**config.mk**
```make
export PLATFORM = sky130hd
export DESIGN_NAME = serial_adder_ctrl_flat
export DESIGN_NICKNAME = d
export VERILOG_FILES = /design/src/rtl/serial_adder_ctrl_if.sv /design/src/rtl/serial_adder_ctrl.sv /design/src/flat_wrapper.sv
export SDC_FILE = /design/constraint.sdc
export NUM_CORES = 1
export LEC_CHECK = 0
export ABC_AREA = 1
export BUFFER_PORTS_ARGS = -buffer_cell sky130_fd_sc_hd__buf_4
export CAP_MARGIN = 10
export CELL_PAD_IN_SITES_DETAIL_PLACEMENT = 1
export CELL_PAD_IN_SITES_GLOBAL_PLACEMENT = 2
export CORE_ASPECT_RATIO = 1.4
export CORE_MARGIN = 2
export CORE_UTILIZATION = 30
export DETAILED_ROUTE_END_ITERATION = 7
export PLACE_DENSITY = 0.77
export SYNTH_ARGS = -nofsm -noshare
export SYNTH_HDL_FRONTEND = slang
export SYNTH_SLANG_ARGS = --single-unit
```
**constraint.sdc**
```tcl
create_clock -name clk -period 1.7 [get_ports clk]
set_input_delay 0.085 -clock clk [delete_from_list [all_inputs] [get_ports clk]]
set_output_delay 0.085 -clock clk [all_outputs]
set_load 0.1 [all_outputs]
```
**src/rtl/serial_adder_ctrl_if.sv**
```systemverilog
`default_nettype none
// ============================================================================
// Module   : serial_adder_ctrl_if
// Brief    : Request/result bundle for the serial adder controller.
// Revision : 1.0 - initial release
// ============================================================================
interface serial_adder_ctrl_if #(
  parameter int WIDTH = 8
);
  logic             start;
  logic             cin;
  logic [WIDTH-1:0] a;
  logic [WIDTH-1:0] b;
  logic             busy;
  logic             done;
  logic [WIDTH-1:0] sum;
  logic             cout;

  modport master (
    output start, cin, a, b,
    input  busy, done, sum, cout
  );

  modport slave (
    input  start, cin, a, b,
    output busy, done, sum, cout
  );
endinterface
`default_nettype wire

```
**src/rtl/serial_adder_ctrl.sv**
```systemverilog
`default_nettype none
// ============================================================================
// Module   : serial_adder_ctrl
// Brief    : Adds two WIDTH-bit words by reusing one 2-bit ripple slice
//            over WIDTH/2 cycles, with a busy/done handshake.
// Revision : 1.0 - initial release
// ============================================================================

module fullA (
  input  wire logic i_a,
  input  wire logic i_b,
  input  wire logic i_ci,
  output logic      o_s,
  output logic      o_co
);
  assign o_s  = i_a ^ i_b ^ i_ci;
  assign o_co = (i_a & i_b) | (i_ci & (i_a ^ i_b));
endmodule

module serial_adder_ctrl #(
  parameter int WIDTH = 8
) (
  input  wire logic          clk,
  input  wire logic          rst,
  serial_adder_ctrl_if.slave bus
);
  localparam int c_SLICES = WIDTH / 2;
  localparam int c_IDX_W  = (c_SLICES > 1) ? $clog2(c_SLICES) : 1;
  localparam logic [c_IDX_W-1:0] c_LAST_IDX = c_IDX_W'(c_SLICES - 1);

  typedef enum logic [1:0] {
    S_IDLE = 2'd0,
    S_RUN  = 2'd1,
    S_DONE = 2'd2
  } state_t;

  state_t             r_state;
  logic [WIDTH-1:0]   r_a_sh;
  logic [WIDTH-1:0]   r_b_sh;
  logic [WIDTH-1:0]   r_acc;
  logic               r_cy;
  logic [c_IDX_W-1:0] r_idx;
  logic               r_busy;
  logic               r_done;
  logic [WIDTH-1:0]   r_sum;
  logic               r_cout;

  logic [2:0]         w_c;
  logic [1:0]         w_slice_sum;
  logic               w_carry;
  logic [WIDTH-1:0]   w_acc_next;
  logic               w_unused_acc;

  // Shared 2-bit ripple slice fed from the operand LSBs and the stored carry
  assign w_c[0] = r_cy;
  generate
    for (genvar gi = 0; gi < 2; gi++) begin : g_slice
      fullA u_fa (
        .i_a  (r_a_sh[gi]),
        .i_b  (r_b_sh[gi]),
        .i_ci (w_c[gi]),
        .o_s  (w_slice_sum[gi]),
        .o_co (w_c[gi+1])
      );
    end
  endgenerate
  assign w_carry = w_c[2];

  // New slice bits enter at the top so slice i ends up at [2i+1:2i]
  generate
    if (WIDTH == 2) begin : g_acc_narrow
      assign w_acc_next = w_slice_sum;
    end else begin : g_acc_wide
      assign w_acc_next = {w_slice_sum, r_acc[WIDTH-1:2]};
    end
  endgenerate

  // Low accumulator bits are shifted out and never observed
  assign w_unused_acc = ^r_acc;

  always_ff @(posedge clk) begin
    if (rst) begin
      r_state <= S_IDLE;
      r_a_sh  <= '0;
      r_b_sh  <= '0;
      r_acc   <= '0;
      r_cy    <= 1'b0;
      r_idx   <= '0;
      r_busy  <= 1'b0;
      r_done  <= 1'b0;
      r_sum   <= '0;
      r_cout  <= 1'b0;
    end else begin
      case (r_state)
        S_IDLE: begin
          r_done <= 1'b0;
          if (bus.start) begin
            r_a_sh  <= bus.a;
            r_b_sh  <= bus.b;
            r_cy    <= bus.cin;
            r_acc   <= '0;
            r_idx   <= '0;
            r_busy  <= 1'b1;
            r_state <= S_RUN;
          end
        end
        S_RUN: begin
          r_a_sh <= r_a_sh >> 2;
          r_b_sh <= r_b_sh >> 2;
          r_acc  <= w_acc_next;
          r_cy   <= w_carry;
          r_idx  <= r_idx + 1'b1;
          if (r_idx == c_LAST_IDX) begin
            r_busy  <= 1'b0;
            r_done  <= 1'b1;
            r_sum   <= w_acc_next;
            r_cout  <= w_carry;
            r_state <= S_DONE;
          end
        end
        S_DONE: begin
          r_done  <= 1'b0;
          r_state <= S_IDLE;
        end
        default: begin
          r_busy  <= 1'b0;
          r_done  <= 1'b0;
          r_state <= S_IDLE;
        end
      endcase
    end
  end

  assign bus.busy = r_busy;
  assign bus.done = r_done;
  assign bus.sum  = r_sum;
  assign bus.cout = r_cout;

endmodule
`default_nettype wire

```
**src/flat_wrapper.sv**
```systemverilog
// flat-port wrapper written by rule: the top's interface ports become plain ports
module serial_adder_ctrl_flat 
#(
  parameter int WIDTH = 8
)
  (clk, rst, bus_start, bus_cin, bus_a, bus_b, bus_busy, bus_done, bus_sum, bus_cout);
  serial_adder_ctrl_if #(.WIDTH(WIDTH)) bus_i ();
  input  wire logic clk;
  input  wire logic rst;
  input wire logic [$bits(bus_i.start)-1:0] bus_start;
  input wire logic [$bits(bus_i.cin)-1:0] bus_cin;
  input wire logic [$bits(bus_i.a)-1:0] bus_a;
  input wire logic [$bits(bus_i.b)-1:0] bus_b;
  output wire logic [$bits(bus_i.busy)-1:0] bus_busy;
  output wire logic [$bits(bus_i.done)-1:0] bus_done;
  output wire logic [$bits(bus_i.sum)-1:0] bus_sum;
  output wire logic [$bits(bus_i.cout)-1:0] bus_cout;
  assign bus_i.start = bus_start;
  assign bus_i.cin = bus_cin;
  assign bus_i.a = bus_a;
  assign bus_i.b = bus_b;
  assign bus_busy = bus_i.busy;
  assign bus_done = bus_i.done;
  assign bus_sum = bus_i.sum;
  assign bus_cout = bus_i.cout;
  serial_adder_ctrl #(.WIDTH(WIDTH)) u_core (.clk(clk), .rst(rst), .bus(bus_i));
endmodule
```
* Word level (Yosys, flattened, before mapping)
Cells that the tools add are included.
** Cells by class
- $add $sub $neg :: 1
- Multipliers :: 0
- Div/mod/pow operators :: 0
- Magnitude comparators :: 0
- Equal/unequal tests :: 5
- Shifts and indexed selects :: 0
- Mux-type cells :: 16
- Bitwise logic cells :: 12
- Reductions and logical operators :: 7
** Operators by type and width (number)
- case mux 8 bit (2 select lines) :: 3
- two-way mux 8 bit :: 3
- case mux 2 bit (2 select lines) :: 2
- two-way mux 2 bit :: 3
- AND reduction 2 bit :: 3
- bitwise AND 1 bit :: 4
- equality test 2 bit, second input constant :: 2
- bitwise XOR 1 bit :: 4
- two-way mux 1 bit :: 3
- case mux 1 bit (3 select lines) :: 1
- AND reduction 3 bit :: 1
- adder 2 x 1 -> 2 bit, second input constant :: 1
- equality test 2 x 1 -> 1 bit, second input constant :: 1
- zero test 2 bit :: 1
- != test 2 x 1 -> 1 bit, second input constant :: 1
- != test 2 bit, second input constant :: 1
- NOT 1 bit :: 2
- OR 1 bit :: 2
- case mux 1 bit (2 select lines) :: 1
- nonzero test 2 bit :: 1
- OR reduction 2 bit :: 1
** Word-level totals
- Bits in registers :: 40
- Latch bits :: 0
- Memory bits (writable) :: 0
- Memory bits (read-only) :: 0
- Input bits :: 20
- Output and inout port bits :: 11
- Word-level logic and storage cells :: 51
- Memories :: 0

* Logic depth before layout (Yosys ltp)
Gate-level depths: netlist of the first run.
- Depth after elaboration :: 6
- Depth in mapped cells :: 7
- Mapped depth without buffers :: 6

* Modules after synthesis
From an unflattened synthesis of the first run, not the netlist that was laid out.
** Second synthesis, totals
- Cells, all modules :: 267
- Area total of the unflattened synthesis :: 1752.9 um^2
** Modules (own cells, without submodules)
- serial_adder_ctrl :: times used 1, cells each 265, area each 1712.9 um^2, sequential area each 760.7 um^2
- fullA :: times used 2, cells each 1, area each 20.0 um^2, sequential area each 0.0 um^2

* Least setup slack after synthesis of the first run
No wires, ideal clock.
- Kind :: register to register
- Start point :: reg u_core.r_a_sh[0]
- End point :: reg u_core.r_acc[7]
- Library setup time :: 70 ps
- Data arrival time :: 1394 ps
- Required time :: 1630 ps
- Path slack :: 235 ps
- Cell stages (with the launch flop) :: 5
- Period minus slack after synthesis :: 1465 ps
- Path through :: dfxtp_1 -> fa_1 -> fa_1 -> nand2_1 -> a21oi_1
** On the way
- Cells in the longest elaborated chain, start to end :: 5
- Elaborated cells on any way between the ends :: 6
- Classes of those cells :: mux: 1; bitwise: 5
** Ends and longest elaborated chain
- from (decl) :: line serial_adder_ctrl.sv:38 : logic [WIDTH-1:0] r_a_sh;
- from (signal assigned) :: line serial_adder_ctrl.sv:98 : r_a_sh <= bus.a;
- from (signal assigned) :: line serial_adder_ctrl.sv:108 : r_a_sh <= r_a_sh >> 2;
- bitwise XOR 1 bit :: line serial_adder_ctrl.sv:17 : assign o_co = (i_a & i_b) | (i_ci & (i_a ^ i_b));
- bitwise AND 1 bit :: line serial_adder_ctrl.sv:17
- OR 1 bit * :: line serial_adder_ctrl.sv:17
- bitwise XOR 1 bit * :: line serial_adder_ctrl.sv:16 : assign o_s = i_a ^ i_b ^ i_ci;
- named net u_core.g_slice[1].u_fa.o_s :: line serial_adder_ctrl.sv:13 : output logic o_s,
- case mux 8 bit (2 select lines) * :: line serial_adder_ctrl.sv:94 : case (r_state)
- to (signal assigned) :: line serial_adder_ctrl.sv:110 : r_acc <= w_acc_next;
- to (decl) :: line serial_adder_ctrl.sv:40 : logic [WIDTH-1:0] r_acc;
Mark *: on every way through the listed nets, which the timed path passes. The rest lies on a longest branch.
A chain may end at the register's enable or synchronous reset.

* Worst setup path after layout of the first run
- Start point :: reg u_core.r_a_sh[0]
- End point :: reg u_core.r_cy
** On the way
- Cells in the longest elaborated chain, start to end :: 6
- Elaborated cells on any way between the ends :: 7
- Classes of those cells :: mux: 1; bitwise: 6
** Ends and longest elaborated chain
- bitwise XOR 1 bit :: line serial_adder_ctrl.sv:17
- bitwise AND 1 bit :: line serial_adder_ctrl.sv:17
- OR 1 bit * :: line serial_adder_ctrl.sv:17
- bitwise AND 1 bit * :: line serial_adder_ctrl.sv:17
- OR 1 bit * :: line serial_adder_ctrl.sv:17
- named net u_core.g_slice[1].u_fa.o_co :: line serial_adder_ctrl.sv:14 : output logic o_co
- case mux 1 bit (2 select lines) * :: line serial_adder_ctrl.sv:94
- to (signal assigned) :: line serial_adder_ctrl.sv:100 : r_cy <= bus.cin;
- to (signal assigned) :: line serial_adder_ctrl.sv:111 : r_cy <= w_carry;
- to (decl) :: line serial_adder_ctrl.sv:41 : logic r_cy;
Marks and branches as above.

==> run metrics, run 1 <==
layout net count=313; final worst path period share=90.1%; number of global-route vias before repair=1647; area growth from synthesis to layout=23.6%; Finish-stage setup viols=0; Initial Utilization=30.6%; width of the die=69.2 um; Setup WS pre-CTS=170 ps; Pwr per Cell Area=1020 nW/um2; CTS tree=built; fraction of layout cells with a size suffix above 1=20.6%; number of core rows=33; critical path endpoint category=flop; n_diodes=0; grt ovf=0; P_leak=1.09 nW; net count after synthesis=283; vias=1610; CTS Buf Count=5; CTS resizes=0; Mean Syn Cell Area=6.86 um2; type of origin of the critical path=flop; worst-margin pin slew=475 ps; Tot Pwr=2.25 mW; global placement routability congestion=0.718; Max Cap Violations=0; cell chosen for the clock root=clkbuf_8; Post-route DRC=0; hold buffer count at cts=0; Clock Tree Buf Depth=2; remaining antenna violation count after routing=0; Final Util=37.9%; standard cell core area=5820 um2; Achievable Freq=653 MHz; VDD IR-drop max=418 uV; sequential element share of the synthesized area=42.6%; register bit count reported by yosys=38; I/O Pins=31; wire length of the first global-routing pass=7820 um; number of input and output port buffers inserted=30; setup repair after global routing missed its margin=false; clock latency at the later pin of the worst-skew pair=300 ps; via/cell ratio=4.46; post-CTS setup buffer count=0; H-tree levels=2; Setup Crit Path Kind=reg2reg; reg-to-reg setup timing slack=170 ps; worst clock skew=8.71 ps; final critical-path setup slack=169 ps; Tightest Hold Check Type=in2reg; antenna violations before repair=0; GRT Resource Usage Total=15.3%; fill cell instance count of the final layout=740; floorplan die area=6590 um2; detailed placement HPWL=3010 um; number of different library cells in the post-synthesis netlist=22; Yosys warning count=0; tightest slew margin relative to the limit=68.3%; Chip Height=95.3 um; Worst Path Required=1910 ps; Final Slew Violations=0; critical path peak fanout=2; clock transition time at the flip-flop clock pins of the worst setup and hold paths=80 ps; largest net degree at the start of global routing=26; Final Hold Vio Count=0; setup TNS after final layout=0 ps; CP Data Arrival Time=1740 ps; post-synthesis instance total=260; Starting DRT DRC Count=46; WL/cell=12.5 um; min cycle time layout=1530 ps; status=complete, no violations; aggregate routed wire length=4510 um; combined area of all synthesized cells=1780 um2; total iterations of the first detailed-routing run=4; clock sinks=38
## per-layer routing
layer | vias up | track usage, % | wire length [um]
met5 | - | 0 | 0
li1 | 838 | - | -
met1 | 743 | 17.1 | 1980
met3 | 6 | 3.59 | 148
met2 | 23 | 27.9 | 2300
met4 | 0 | 6.21 | 75
## final cells by class
| cell class | instances | area [um2] | area share, % |
|---|---|---|---|
| Multi-Input combinational cell | 176 | 812 | 36.8 |
| Sequential cell | 38 | 761 | 34.5 |
| Timing Repair Buffer | 35 | 275 | 12.5 |
| Inverter | 34 | 128 | 5.79 |
| Tap cell | 70 | 87.6 | 3.97 |
| Clock buffer | 6 | 82.6 | 3.74 |
| Clock inverter | 2 | 60.1 | 2.72 |
## kinds of logic (layout without fill, tap and decap cells)
kind of cell               Yosys count  in the layout  share of synthesized area [%]
AOI/OAI and AO/OA                   17             17                           5.40
adders and majority gates            3              3                           2.95
buffers and inverters               46             77                           11.9
DFF                                 38             38                           42.6
and+or+nand+nor                    156            156                           37.2
## registers in the layout (all words and copies together), names as in the netlist
register	flops
u_core.r_cy	1
u_core.r_a_sh	8
u_core.r_state	2
u_core.r_idx	2
u_core.bus.cout	1
u_core.r_acc	6
u_core.bus.sum	8
u_core.bus.busy	1
u_core.bus.done	1
u_core.r_b_sh	8
## where the power goes
part,switching [mW],internal [mW]
Clock,0.346,0.626
Sequential,0.0334,0.936
Combinational,0.185,0.122
Total,0.564,1.68
## synthesized netlist by cell type
cell type,number,area [um2]
dfxtp_1,38,761
nor2_2,6,37.5
nor2_4,2,22.5
nand2_1,74,278
inv_2,3,11.3
o21ai_0,2,10.0
clkbuf_1,3,11.3
nand2_4,1,11.3
o21ai_4,1,16.3
o21ai_1,2,10.0
nor3_1,1,5.00
nand2_2,3,18.8
ha_1,1,12.5
fa_1,2,40.0
buf_6,4,45.0
inv_1,31,116
or2_2,1,6.26
nor2_1,45,169
a21oi_1,12,60.1
nand3_1,23,115
buf_4,1,7.51
buf_2,4,20.0
## path summary, 6_finish.rpt
| kind | startpoint | endpoint | cells past startpoint |
|---|---|---|---|
| max | u_core.r_a_sh[0] | u_core.r_cy | 6 |
| min reg2reg | u_core.r_acc[3] | u_core.r_acc[3] | 2 |
| min | bus_b[7] | u_core.r_b_sh[7] | 3 |
| max reg2reg | u_core.r_a_sh[0] | u_core.r_cy | 6 |
## layout by cell type, fill, tap and decap left out
cell type	instances
o21ai_4	1
nand3_1	23
nor3_1	1
clkbuf_8	6
a21oi_1	12
nor2_4	2
nand2_4	1
dfxtp_1	38
inv_2	3
fa_1	2
nor2_2	6
nand2_1	74
o21ai_0	2
or2_2	1
bufinv_16	2
inv_1	31
o21ai_1	2
ha_1	1
nand2_2	3
buf_4	34
nor2_1	45
buf_12	1
## per-stage QoR
step / std cells / hold WS [ps] / cell area (um2)
2_1_floorplan: 260 / 154 / 1780
3_3_place_gp: 353 / 384 / 2060
3_5_place_dp: 353 / 383 / 2060
4_1_cts: 361 / 62.3 / 2210
5_1_grt: 361 / 59.5 / 2210
6_report: 361 / 67.2 / 2210
## critical path, cell delays in order (launching register included)
cell	delay, ps
dfxtp_1	330
fa_1	430
fa_1	400
nand3_1	100
nand2_1	50
nor2_1	80
nor2_1	40
No activity file was read; power rests on OpenSTA's default activity.
==> run 2, diff against run 1 <==
--- a/config.mk
+++ b/config.mk
@@ -12,9 +12,11 @@
 export CELL_PAD_IN_SITES_GLOBAL_PLACEMENT = 2
 export CORE_ASPECT_RATIO = 1.4
 export CORE_MARGIN = 2
-export CORE_UTILIZATION = 30
+export CORE_UTILIZATION = 31
+export CTS_BUF_LIST = sky130_fd_sc_hd__clkbuf_4 sky130_fd_sc_hd__clkbuf_8
 export DETAILED_ROUTE_END_ITERATION = 7
-export PLACE_DENSITY = 0.77
+export PLACE_DENSITY = 0.79
+export SETUP_SLACK_MARGIN = 0.2
 export SYNTH_ARGS = -nofsm -noshare
 export SYNTH_HDL_FRONTEND = slang
 export SYNTH_SLANG_ARGS = --single-unit
==> run metrics, run 2 (synthesis gave the netlist of run 1 again) <==
Max Cap Violations=0; Final Hold Vio Count=0; CP peak stage delay=540 ps; detailed placement HPWL=2930 um; VDD IR-drop max=334 uV; status=complete, no violations; critical-path cell with the highest stage delay=fa_2; CP top delay family=adder cells; cells along the critical path=fa_2, fa_2, nand2_1, a21oi_1; vias=1607; H-tree levels=2; total iterations of the first detailed-routing run=4; commonest non-fill, non-tap cell in the layout=nand2_1; tightest slew margin relative to the limit=69.5%; number of buffer and inverter stages on the critical path=0; clock sinks=38; GRT Resource Usage Total=16.0%; wire length on met3=127 um; commonest cells after routing, fill and taps aside=nand2_1 (74), nor2_1 (45), dfxtp_1 (37); CP Data Arrival Time=1740 ps; post-placement cell count=350; Achievable Freq=660 MHz; Setup Crit Path Kind=reg2reg; clock transition time at the flip-flop clock pins of the worst setup and hold paths=80 ps; Finish-stage setup viols=0; worst hold slack across all endpoints=76.7 ps; P_leak=1.08 nW; standard cell core area=5530 um2; Starting DRT DRC Count=54; number of global-route vias before repair=1580; Setup WS pre-CTS=151 ps; aggregate routed wire length=4310 um; top layer reached by signal wires=met4; width of the die=68.1 um; WL/cell=12.0 um; layout net count=312; Final Slew Violations=0; Worst Path Required=1930 ps; wire length of the first global-routing pass=7570 um; via/cell ratio=4.49; grt ovf=0; type of origin of the critical path=flop; CTS Buf Count=5; setup TNS after final layout=0 ps; CTS tree=built; antenna violations before repair=0; critical path peak fanout=2; Tot Pwr=2.23 mW; number of core rows=32; Pwr per Cell Area=1010 nW/um2; min cycle time layout=1520 ps; fraction of layout cells with a size suffix above 1=21.4%; Clock Tree Buf Depth=2; Post-route DRC=0; Met2 Routed Length=2180 um; final critical-path setup slack=184 ps; critical path endpoint category=flop; global placement routability congestion=0.681; setup repair after global routing missed its margin=true; Initial Utilization=32.3%; largest net degree at the start of global routing=26; floorplan die area=6390 um2; clock latency at the later pin of the worst-skew pair=290 ps; Finished Layout Cells=358; wl on met1=1920 um; area growth from synthesis to layout=23.4%; I/O Pins=31; hold buffer count at cts=0; cell chosen for the clock root=clkbuf_8; cell type with the highest occurrence count on the critical path=fa_2; Chip Height=93.8 um; n_diodes=0; number of input and output port buffers inserted=30; Tightest Hold Check Type=in2reg; remaining antenna violation count after routing=0; worst-margin pin slew=457 ps; worst clock skew=5.60 ps; final worst path period share=89.2%
-- run 2: final timing paths --
path | from | end | slack [ps] | cells past startpoint
worst max-delay path | u_core.r_a_sh[0] | u_core.r_acc[7] | 180 | 4
worst min register to register | u_core.r_b_sh[7] | u_core.r_b_sh[7] | 470 | 2
worst min-delay path | bus_b[6] | u_core.r_b_sh[6] | 80 | 3
worst max register to register | u_core.r_a_sh[0] | u_core.r_acc[7] | 180 | 4
-- run 2: through the flow --
| stage | util [%] | instance area, um2 |
|---|---|---|
| floorplan | - | 1780 |
| global placement | 37.2 | 2050 |
| detailed placement | 37.2 | 2050 |
| CTS | 39.9 | 2200 |
| global route | 39.9 | 2200 |
| finish | 39.9 | 2200 |
-- run 2: cell type report --
type	count	area [um2]
timing repair buffer	34	268
clock buffer	6	82.6
sequential	38	762
inverter	34	128
multi-input combinational	176	817
fill	720	3320
clock inverter	2	60.1
tap	68	85.1
-- run 2: routing by layer --
| layer | global-route usage [%] | up-vias |
|---|---|---|
| met5 | 0 | - |
| met4 | 6.50 | 0 |
| met3 | 3.24 | 5 |
| met2 | 25.0 | 25 |
| met1 | 21.3 | 738 |
| li1 | - | 839 |
-- run 2: worst reg2reg max path: stages (launching register included) --
cell,delay (ps)
dfxtp_2,340
fa_2,390
fa_2,540
nand2_1,50
a21oi_1,130
-- run 2: power breakdown --
group          leakage [nW]  internal [mW]  switching [mW]
Sequential            0.311          0.937          0.0307
Combinational         0.698          0.123           0.190
Clock                0.0714          0.626           0.328
-- run 2: what timing repair did --
item,in CTS,in global routing
setup buffers,0,0
gates resized for setup,3,0
endpoints found under the setup margin,2,1
